File: src/rtl/frame_timing_ctrl_if.sv
`default_nettype none
// ============================================================================
// Module : frame_timing_ctrl_if
// Brief  : Control requests in, raster coordinates and timing flags out.
// Rev    : 1.0  initial release
// ============================================================================
interface frame_timing_ctrl_if #(
  parameter int FRAME_HEIGHT = 525,
  parameter int FRAME_WIDTH  = 800
);
  localparam int V_BITW = (FRAME_HEIGHT > 1) ? $clog2(FRAME_HEIGHT) : 1;
  localparam int H_BITW = (FRAME_WIDTH > 1) ? $clog2(FRAME_WIDTH) : 1;

  logic              start;
  logic              stop;
  logic              single_shot;
  logic [V_BITW-1:0] vcnt;
  logic [H_BITW-1:0] hcnt;
  logic              de;
  logic              hsync;
  logic              vsync;
  logic              frame_start;
  logic              frame_end;
  logic              busy;
  logic [15:0]       frame_count;

  modport master (
    output start, stop, single_shot,
    input  vcnt, hcnt, de, hsync, vsync, frame_start, frame_end, busy, frame_count
  );

  modport slave (
    input  start, stop, single_shot,
    output vcnt, hcnt, de, hsync, vsync, frame_start, frame_end, busy, frame_count
  );
endinterface
`default_nettype wire

File: src/rtl/frame_timing_ctrl.sv
`default_nettype none
// ============================================================================
// Module : frame_timing_ctrl
// Brief  : Raster counter with sync/active flags and run/stop/single-shot FSM.
// Rev    : 1.0  initial release
// ============================================================================
module frame_timing_ctrl #(
  parameter int FRAME_HEIGHT  = 525,
  parameter int FRAME_WIDTH   = 800,
  parameter int IMAGE_HEIGHT  = 480,
  parameter int IMAGE_WIDTH   = 640,
  parameter int V_SYNC_START  = 490,
  parameter int V_SYNC_LINES  = 2,
  parameter int H_SYNC_START  = 656,
  parameter int H_SYNC_PIXELS = 96
) (
  input  logic               clock,
  input  logic               reset,
  frame_timing_ctrl_if.slave bus
);
  localparam int V_BITW = (FRAME_HEIGHT > 1) ? $clog2(FRAME_HEIGHT) : 1;
  localparam int H_BITW = (FRAME_WIDTH > 1) ? $clog2(FRAME_WIDTH) : 1;

  // All position compares are done at 32 bits so IMAGE_* may equal FRAME_*.
  localparam logic [31:0] c_V_LAST = 32'(FRAME_HEIGHT - 1);
  localparam logic [31:0] c_H_LAST = 32'(FRAME_WIDTH - 1);
  localparam logic [31:0] c_IMG_H  = 32'(IMAGE_HEIGHT);
  localparam logic [31:0] c_IMG_W  = 32'(IMAGE_WIDTH);
  localparam logic [31:0] c_VS_BEG = 32'(V_SYNC_START);
  localparam logic [31:0] c_VS_END = 32'(V_SYNC_START + V_SYNC_LINES);
  localparam logic [31:0] c_HS_BEG = 32'(H_SYNC_START);
  localparam logic [31:0] c_HS_END = 32'(H_SYNC_START + H_SYNC_PIXELS);

  typedef enum logic [1:0] {
    S_IDLE     = 2'd0,
    S_RUN      = 2'd1,
    S_STOPPING = 2'd2
  } state_t;

  state_t            r_state;
  state_t            w_nxt_state;
  logic              r_shot;
  logic              w_nxt_shot;
  logic [V_BITW-1:0] r_vcnt;
  logic [V_BITW-1:0] w_nxt_v;
  logic [H_BITW-1:0] r_hcnt;
  logic [H_BITW-1:0] w_nxt_h;
  logic [31:0]       w_v32;
  logic [31:0]       w_h32;
  logic              w_at_hend;
  logic              w_at_end;
  logic              w_last;
  logic              w_new_frame;
  logic              w_nxt_busy;

  logic              r_de;
  logic              r_hsync;
  logic              r_vsync;
  logic              r_frame_start;
  logic              r_frame_end;
  logic              r_busy;
  logic [15:0]       r_frame_count;

  always_comb begin
    w_at_hend   = (32'(r_hcnt) == c_H_LAST);
    w_at_end    = w_at_hend && (32'(r_vcnt) == c_V_LAST);
    // The running frame is the final one if a stop is pending, arriving now, or single-shot.
    w_last      = (r_state == S_STOPPING) || r_shot || bus.stop;
    w_nxt_state = r_state;
    w_nxt_shot  = r_shot;
    w_nxt_v     = '0;
    w_nxt_h     = '0;
    w_new_frame = 1'b0;
    case (r_state)
      S_IDLE: begin
        if (bus.start) begin
          w_nxt_state = S_RUN;
          w_nxt_shot  = bus.single_shot;
          w_new_frame = 1'b1;
        end
      end
      default: begin
        if ((r_state == S_RUN) && bus.stop) begin
          w_nxt_state = S_STOPPING;
        end
        if (w_at_end) begin
          if (w_last) begin
            w_nxt_state = S_IDLE;
            w_nxt_shot  = 1'b0;
          end else begin
            w_new_frame = 1'b1;
          end
        end else if (w_at_hend) begin
          w_nxt_v = r_vcnt + V_BITW'(1);
        end else begin
          w_nxt_v = r_vcnt;
          w_nxt_h = r_hcnt + H_BITW'(1);
        end
      end
    endcase
    w_nxt_busy = (w_nxt_state != S_IDLE);
    w_v32      = 32'(w_nxt_v);
    w_h32      = 32'(w_nxt_h);
  end

  // Flags are derived from the next counter values so they line up with vcnt/hcnt.
  always_ff @(posedge clock or posedge reset) begin
    if (reset) begin
      r_state       <= S_IDLE;
      r_shot        <= 1'b0;
      r_vcnt        <= '0;
      r_hcnt        <= '0;
      r_de          <= 1'b0;
      r_hsync       <= 1'b0;
      r_vsync       <= 1'b0;
      r_frame_start <= 1'b0;
      r_frame_end   <= 1'b0;
      r_busy        <= 1'b0;
      r_frame_count <= 16'd0;
    end else begin
      r_state       <= w_nxt_state;
      r_shot        <= w_nxt_shot;
      r_vcnt        <= w_nxt_v;
      r_hcnt        <= w_nxt_h;
      r_de          <= w_nxt_busy && (w_v32 < c_IMG_H) && (w_h32 < c_IMG_W);
      r_hsync       <= w_nxt_busy && (w_h32 >= c_HS_BEG) && (w_h32 < c_HS_END);
      r_vsync       <= w_nxt_busy && (w_v32 >= c_VS_BEG) && (w_v32 < c_VS_END);
      r_frame_start <= w_new_frame;
      r_frame_end   <= w_nxt_busy && (w_v32 == c_V_LAST) && (w_h32 == c_H_LAST);
      r_busy        <= w_nxt_busy;
      if (w_new_frame) begin
        r_frame_count <= r_frame_count + 16'd1;
      end
    end
  end

  assign bus.vcnt        = r_vcnt;
  assign bus.hcnt        = r_hcnt;
  assign bus.de          = r_de;
  assign bus.hsync       = r_hsync;
  assign bus.vsync       = r_vsync;
  assign bus.frame_start = r_frame_start;
  assign bus.frame_end   = r_frame_end;
  assign bus.busy        = r_busy;
  assign bus.frame_count = r_frame_count;
endmodule
`default_nettype wire

File: src/flat_wrapper.sv
// flat-port wrapper written by rule: the top's interface ports become plain ports
module frame_timing_ctrl_flat 
#(
  parameter int FRAME_HEIGHT  = 525,
  parameter int FRAME_WIDTH   = 800,
  parameter int IMAGE_HEIGHT  = 480,
  parameter int IMAGE_WIDTH   = 640,
  parameter int V_SYNC_START  = 490,
  parameter int V_SYNC_LINES  = 2,
  parameter int H_SYNC_START  = 656,
  parameter int H_SYNC_PIXELS = 96
)
  (clock, reset, bus_start, bus_stop, bus_single_shot, bus_vcnt, bus_hcnt, bus_de, bus_hsync, bus_vsync, bus_frame_start, bus_frame_end, bus_busy, bus_frame_count);
  frame_timing_ctrl_if #(.FRAME_HEIGHT(FRAME_HEIGHT), .FRAME_WIDTH(FRAME_WIDTH)) bus_i ();
  input  logic clock;
  input  logic reset;
  input wire logic [$bits(bus_i.start)-1:0] bus_start;
  input wire logic [$bits(bus_i.stop)-1:0] bus_stop;
  input wire logic [$bits(bus_i.single_shot)-1:0] bus_single_shot;
  output wire logic [$bits(bus_i.vcnt)-1:0] bus_vcnt;
  output wire logic [$bits(bus_i.hcnt)-1:0] bus_hcnt;
  output wire logic [$bits(bus_i.de)-1:0] bus_de;
  output wire logic [$bits(bus_i.hsync)-1:0] bus_hsync;
  output wire logic [$bits(bus_i.vsync)-1:0] bus_vsync;
  output wire logic [$bits(bus_i.frame_start)-1:0] bus_frame_start;
  output wire logic [$bits(bus_i.frame_end)-1:0] bus_frame_end;
  output wire logic [$bits(bus_i.busy)-1:0] bus_busy;
  output wire logic [$bits(bus_i.frame_count)-1:0] bus_frame_count;
  assign bus_i.start = bus_start;
  assign bus_i.stop = bus_stop;
  assign bus_i.single_shot = bus_single_shot;
  assign bus_vcnt = bus_i.vcnt;
  assign bus_hcnt = bus_i.hcnt;
  assign bus_de = bus_i.de;
  assign bus_hsync = bus_i.hsync;
  assign bus_vsync = bus_i.vsync;
  assign bus_frame_start = bus_i.frame_start;
  assign bus_frame_end = bus_i.frame_end;
  assign bus_busy = bus_i.busy;
  assign bus_frame_count = bus_i.frame_count;
  frame_timing_ctrl #(.FRAME_HEIGHT(FRAME_HEIGHT), .FRAME_WIDTH(FRAME_WIDTH), .IMAGE_HEIGHT(IMAGE_HEIGHT), .IMAGE_WIDTH(IMAGE_WIDTH), .V_SYNC_START(V_SYNC_START), .V_SYNC_LINES(V_SYNC_LINES), .H_SYNC_START(H_SYNC_START), .H_SYNC_PIXELS(H_SYNC_PIXELS)) u_core (.clock(clock), .reset(reset), .bus(bus_i));
endmodule
File: config.mk
export PLATFORM = sky130hd
export DESIGN_NAME = frame_timing_ctrl_flat
export DESIGN_NICKNAME = d
export VERILOG_FILES = /design/src/rtl/frame_timing_ctrl_if.sv /design/src/rtl/frame_timing_ctrl.sv /design/src/flat_wrapper.sv
export SDC_FILE = /design/constraint.sdc
export NUM_CORES = 1
export LEC_CHECK = 0
export CAP_MARGIN = 5
export CELL_PAD_IN_SITES_DETAIL_PLACEMENT = 1
export CELL_PAD_IN_SITES_GLOBAL_PLACEMENT = 2
export CORE_MARGIN = 2
export CORE_UTILIZATION = 35
export CTS_CLUSTER_DIAMETER = 100
export DETAILED_ROUTE_END_ITERATION = 8
export HOLD_SLACK_MARGIN = 0.12
export PLACE_DENSITY_LB_ADDON = 0.3
export SLEW_MARGIN = 20
export SYNTH_ARGS = -nofsm -noshare
export SYNTH_HDL_FRONTEND = slang
export SYNTH_SLANG_ARGS = --single-unit
export TNS_END_PERCENT = 100
File: constraint.sdc
create_clock -name clock -period 5.6 [get_ports clock]
set_input_delay 0.56 -clock clock [delete_from_list [all_inputs] [get_ports clock]]
set_output_delay 0.56 -clock clock [all_outputs]
set_load 0.1 [all_outputs]
==> impl_metrics.toml, run 1 <==
[status]
status = "finished, final reports clean"

[route]
drt-initial-drc-count = 88
drtPass1Iterations = 4
wl_met2_mm = 2.68
wl_met1_mm = 3.12
wire_per_inst_um = 15.5
via_count = 2027
highest_layer = "met4"
postRouteAntennaNets = 0
routed_via_density = 5.16
wirelength_mm = 6.09
met3WireLength_um = 229
drc = 0

[sta]
rsz0062_at_grt = "no"
worst_slew_pin_slew_ns = 0.989
min_period_ns = 3.14
slew_headroom = 0.339
slew_viol_final = 0
fin_crit_sh = 0.561
setup_violations = 0
fmax_ghz = 0.318
hold_viol_final = 0
worst_slack_ns = 2.46
fin_skew_ns = 0.00760
fin_tns_setup_ns = 0

[cells_and_area]
fill_cells = 816
final_common_cell = "clkdlybuf4s50_1"
n_antenna_cell = 0
fin_nets = 305
drive_gt1_frac = 0.0875
syn_to_final_growth_pct = 24.3
final_cell_mix = "46 x clkdlybuf4s50_1, 45 x dfrtp_1, 35 x nor2_1"

[floorplan]
row_count = 30
dieHeight_um = 88.3
die_width_um = 88.3
die-area_um2 = 7800
io_pins = 47
core-area_um2 = 6830
start_util = 0.364

[synth]
async_flop_share = 1.00
synth_top_area_share = 0.452
yosys_most_used_dff = "dfrtp_1"
synth_edf_count = 0
netlist-cell-type-count = 56
ys_seq_elements = 45
syn_area_per_cell_um2 = 9.84
synthCells = 253
syn_area_um2 = 2490
syn-num-nets = 262
synth_area_leaders = "dfrtp_1 45%, xnor2_1 5.6%, nor2_1 5.3%"
ys_seq_area_frac = 0.452
ys_warn_count = 0
yosysTopAreaCell = "dfrtp_1"

[cts]
cts_sinks = 45
insertion_delay_ns = 0.30
cts_root_buf = "clkbuf_8"
post-cts-setup-buffer-count = 0
cts_buffers = 5
ctsResizeCount = 0
cts_tree = "yes"
path_clk_slew_ns = 0.09
cts_hold_buffers = 0
cts.htree.levels = 2
ctsLongestPathBuffers = 2

[setup_path]
arrival_ns = 3.37
criticalPathCategory = "flip-flop to flip-flop"
crit_chain = "ha_1 -> nand4_1 -> or3_4 -> o32ai_4 -> nand3_2 -> nor3_1 -> xor2_1"
required_ns = 5.83
worst_setup_path_end_kind = "flip-flop"
slowest_stage = "or3_4"
slowest_delay_ns = 0.56
startpoint_type = "flip-flop"
crit_fanout = 14

[placement]
hpwl_mm = 4.54
io_buffer_count = 46
gp_congestion = 0.783
place_ws_ns = 2.44

[pwr]
ir_drop_v = 0.000508
power_mw = 1.21
p_per_area_nw_per_um2 = 391
p_leak_nw = 1.27

[global_route]
grt_antenna_before_repair = 0
grt_overflow_total = 0
grt_pass1_vias = 2035
track_usage = 0.170
grt_pass1_wl_mm = 10.3
grt_max_degree = 46

[min_path]
min_path_type = "flip-flop to flip-flop"

[run]
cap_viol_max_count = 0
-- layer usage --
metal  track usage  vias to the layer above
li1              -                      966
met1         0.260                     1008
met2         0.248                       48
met3        0.0261                        5
met4        0.0496                        0
met5             0                        -
-- power by group --
group / total (mW) / internal, mW / switching [mW]
clock network: 0.207 / 0.0887 / 0.118
registers: 0.453 / 0.371 / 0.0825
logic: 0.550 / 0.147 / 0.403
-- logic make-up (layout without fill, tap and decap cells) --
logic type	count (synthesis)	in the layout	synth area share
AND/OR/NAND/NOR	120	120	0.270
multiplexers	1	1	0.00452
AO/OA/AOI/OAI	32	32	0.102
adder cells (fa/ha/maj)	4	4	0.0201
XOR/XNOR	31	31	0.109
flip-flops	45	45	0.452
buffers and inverters	20	64	0.0412
-- final timing paths --
check                                           startpoint                    endpoint  slack [ns]  cells after the start
max in group asynchronous                            reset          u_core.bus.hcnt[7]        4.21                      2
worst max-delay path                    u_core.bus.hcnt[0]  u_core.bus.frame_count[15]        2.46                      7
worst max register to register          u_core.bus.hcnt[0]  u_core.bus.frame_count[15]        2.46                      7
min in group asynchronous                            reset  u_core.bus.frame_count[15]        0.80                      2
worst min register to register  u_core.bus.frame_count[15]  u_core.bus.frame_count[15]        0.47                      1
worst min-delay path            u_core.bus.frame_count[15]  u_core.bus.frame_count[15]        0.47                      1
-- critical path, delay by kind of cell, from the launching register on --
family                   cells  cell delay (ns)
AO/OA/AOI/OAI                1             0.53
AND/OR/NAND/NOR              4             1.60
XOR/XNOR                     1             0.16
adder cells (fa/ha/maj)      1             0.32
flip-flops                   1             0.46
-- cell type report --
cell class / instances / area, um2 / share of cell area
Multi-Input combinational cell: 188 / 1260 / 0.407
Sequential cell: 45 / 1130 / 0.364
Timing Repair Buffer: 46 / 460 / 0.149
Tap cell: 96 / 120 / 0.0388
Clock buffer: 5 / 68.8 / 0.0222
Inverter: 10 / 37.5 / 0.0121
Clock inverter: 3 / 21.3 / 0.00687
-- cell usage after synthesis, types with 2 or more instances --
library cell,number
nand2_1,25
buf_2,2
nand3_2,2
o21ai_0,6
clkbuf_1,5
ha_1,4
or3_1,2
inv_1,10
nand4_1,8
o21ai_1,2
nand3b_1,2
nor2_1,35
and3_1,3
xor2_1,15
a21oi_1,6
nor4_2,2
dfrtp_1,45
nor3_1,6
a21o_1,2
nand3_1,13
nor4_1,4
xnor2_1,16
buf_6,2
nand2b_1,3
and4_1,2
-- state kept, by name, indices dropped and copies added (netlist names), 2 cells and up --
name                    flops
u_core.bus.frame_count     16
u_core.bus.hcnt            10
u_core.bus.vcnt            10
u_core.r_state              2
-- metrics by stage --
stage,cell area (um2),utilization,instances,hold WS [ns]
global route,3090,0.453,393,0.503
CTS,3090,0.453,393,0.478
finish,3090,0.453,393,0.473
detailed placement,3000,0.440,385,0.461
floorplan,2490,-,253,0.521
global placement,3000,0.440,385,0.457
(Power assumes the default switching activity.)
==> run 2, diff against run 1 <==
--- a/config.mk
+++ b/config.mk
@@ -9,7 +9,7 @@
 export CELL_PAD_IN_SITES_DETAIL_PLACEMENT = 1
 export CELL_PAD_IN_SITES_GLOBAL_PLACEMENT = 2
 export CORE_MARGIN = 2
-export CORE_UTILIZATION = 35
+export CORE_UTILIZATION = 32
 export CTS_CLUSTER_DIAMETER = 100
 export DETAILED_ROUTE_END_ITERATION = 8
 export HOLD_SLACK_MARGIN = 0.12
==> constraint.sdc (replaced) <==
create_clock -name clock -period 3.2 [get_ports clock]
set_input_delay 0.32 -clock clock [delete_from_list [all_inputs] [get_ports clock]]
set_output_delay 0.32 -clock clock [all_outputs]
set_load 0.1 [all_outputs]
==> impl_metrics.toml, run 2 (synthesized netlist as in run 1, its figures left out) <==
[setup_path]
crit_fanout = 14
crit_chain = "ha_1 -> nand4_1 -> or3_4 -> o32ai_4 -> buf_4 -> and2_1 -> mux2_1"
criticalPathCategory = "flip-flop to flip-flop"
worst_setup_path_end_kind = "flip-flop"
slowest_delay_ns = 0.46
crit_family = "simple AND/OR/NAND/NOR gates"
required_ns = 3.39
startpoint_type = "flip-flop"
path_buf_inv = 1
arrival_ns = 2.73
slowest_stage = "dfrtp_1"

[cells_and_area]
fin_util = 0.407
largest_reg_flops = 16
stdcell_count = 401
fill_cells = 889
syn_to_final_growth_pct = 25.0
final_common_cell = "dfrtp_1"
final_cell_mix = "45 x dfrtp_1, 35 x nor2_1, 35 x clkdlybuf4s50_1"
drive_gt1_frac = 0.127
n_antenna_cell = 0
fin_nets = 307

[floorplan]
dieHeight_um = 92.2
row_count = 32
io_pins = 47
core-area_um2 = 7650
die-area_um2 = 8500
die_width_um = 92.2
start_util = 0.325

[sta]
hold_viol_final = 0
worst_slack_ns = 0.652
fin_crit_sh = 0.796
fin_skew_ns = 0.00614
min_period_ns = 2.55
fin_tns_setup_ns = 0
worst_slew_pin_slew_ns = 0.983
fmax_ghz = 0.392
slew_headroom = 0.343
setup_violations = 0
slew_viol_final = 0
rsz0062_at_grt = "no"

[cts]
cts_root_buf = "clkbuf_8"
path_clk_slew_ns = 0.09
insertion_delay_ns = 0.30
cts.htree.levels = 2
post-cts-setup-buffer-count = 0
cts_buffers = 5
cts_tree = "yes"
cts_hold_buffers = 0
cts_sinks = 45
ctsResizeCount = 0
ctsLongestPathBuffers = 2

[global_route]
grt_antenna_before_repair = 0
track_usage = 0.159
grt_max_degree = 46
grt_pass1_wl_mm = 10.7
grt_pass1_vias = 2072
grt_overflow_total = 0

[placement]
place_ws_ns = 0.650
hpwl_mm = 4.66
gp_congestion = 0.778
dp.cells = 393
io_buffer_count = 46

[route]
wire_per_inst_um = 15.4
drc = 0
routed_via_density = 4.93
wirelength_mm = 6.19
postRouteAntennaNets = 0
via_count = 1976
drt-initial-drc-count = 54
drtPass1Iterations = 4

[pwr]
ir_drop_v = 0.000758
power_mw = 2.18
p_per_area_nw_per_um2 = 702
p_leak_nw = 1.31

[status]
status = "finished, final reports clean"

[run]
cap_viol_max_count = 0

[min_path]
min_path_type = "flip-flop to flip-flop"
==> run 2: where the power goes <==
part / internal, mW / switching, mW
Clock: 0.235 / 0.197
Sequential: 0.649 / 0.144
Combinational: 0.252 / 0.707
Total: 1.14 / 1.05
==> run 2: final timing paths <==
kind                                         endpoint  cells after the start  slack, ns                  startpoint
min reg2reg                u_core.bus.frame_count[15]                      1       0.47  u_core.bus.frame_count[15]
min in group asynchronous  u_core.bus.frame_count[15]                      2       0.55                       reset
max                         u_core.bus.frame_count[1]                      7       0.65          u_core.bus.hcnt[0]
max reg2reg                 u_core.bus.frame_count[1]                      7       0.65          u_core.bus.hcnt[0]
min                        u_core.bus.frame_count[15]                      1       0.47  u_core.bus.frame_count[15]
max in group asynchronous   u_core.bus.frame_count[6]                      2       2.08                       reset
==> run 2: per-layer routing <==
metal	wire, um	GRT usage
met3	250	0.0345
met1	3120	0.229
met4	75	0.0410
met2	2740	0.243
met5	0	0
==> run 2: per-stage QoR <==
step / area (um2) / hold slack (ns)
2_1_floorplan: 2490 / 0.472
3_3_place_gp: 3000 / 0.456
3_5_place_dp: 3000 / 0.463
4_1_cts: 3110 / 0.479
5_1_grt: 3110 / 0.492
6_report: 3110 / 0.473
==> run 2: area by class of cell <==
class                   instances  area, um2  area share
repair buffers                 48        448       0.144
flip-flops and latches         45       1130       0.362
multi-input cells             188       1260       0.405
inverters                      10       37.5      0.0121
clock buffers                   6       72.6      0.0233
well taps                     102        128      0.0410
clock inverters                 2       38.8      0.0125
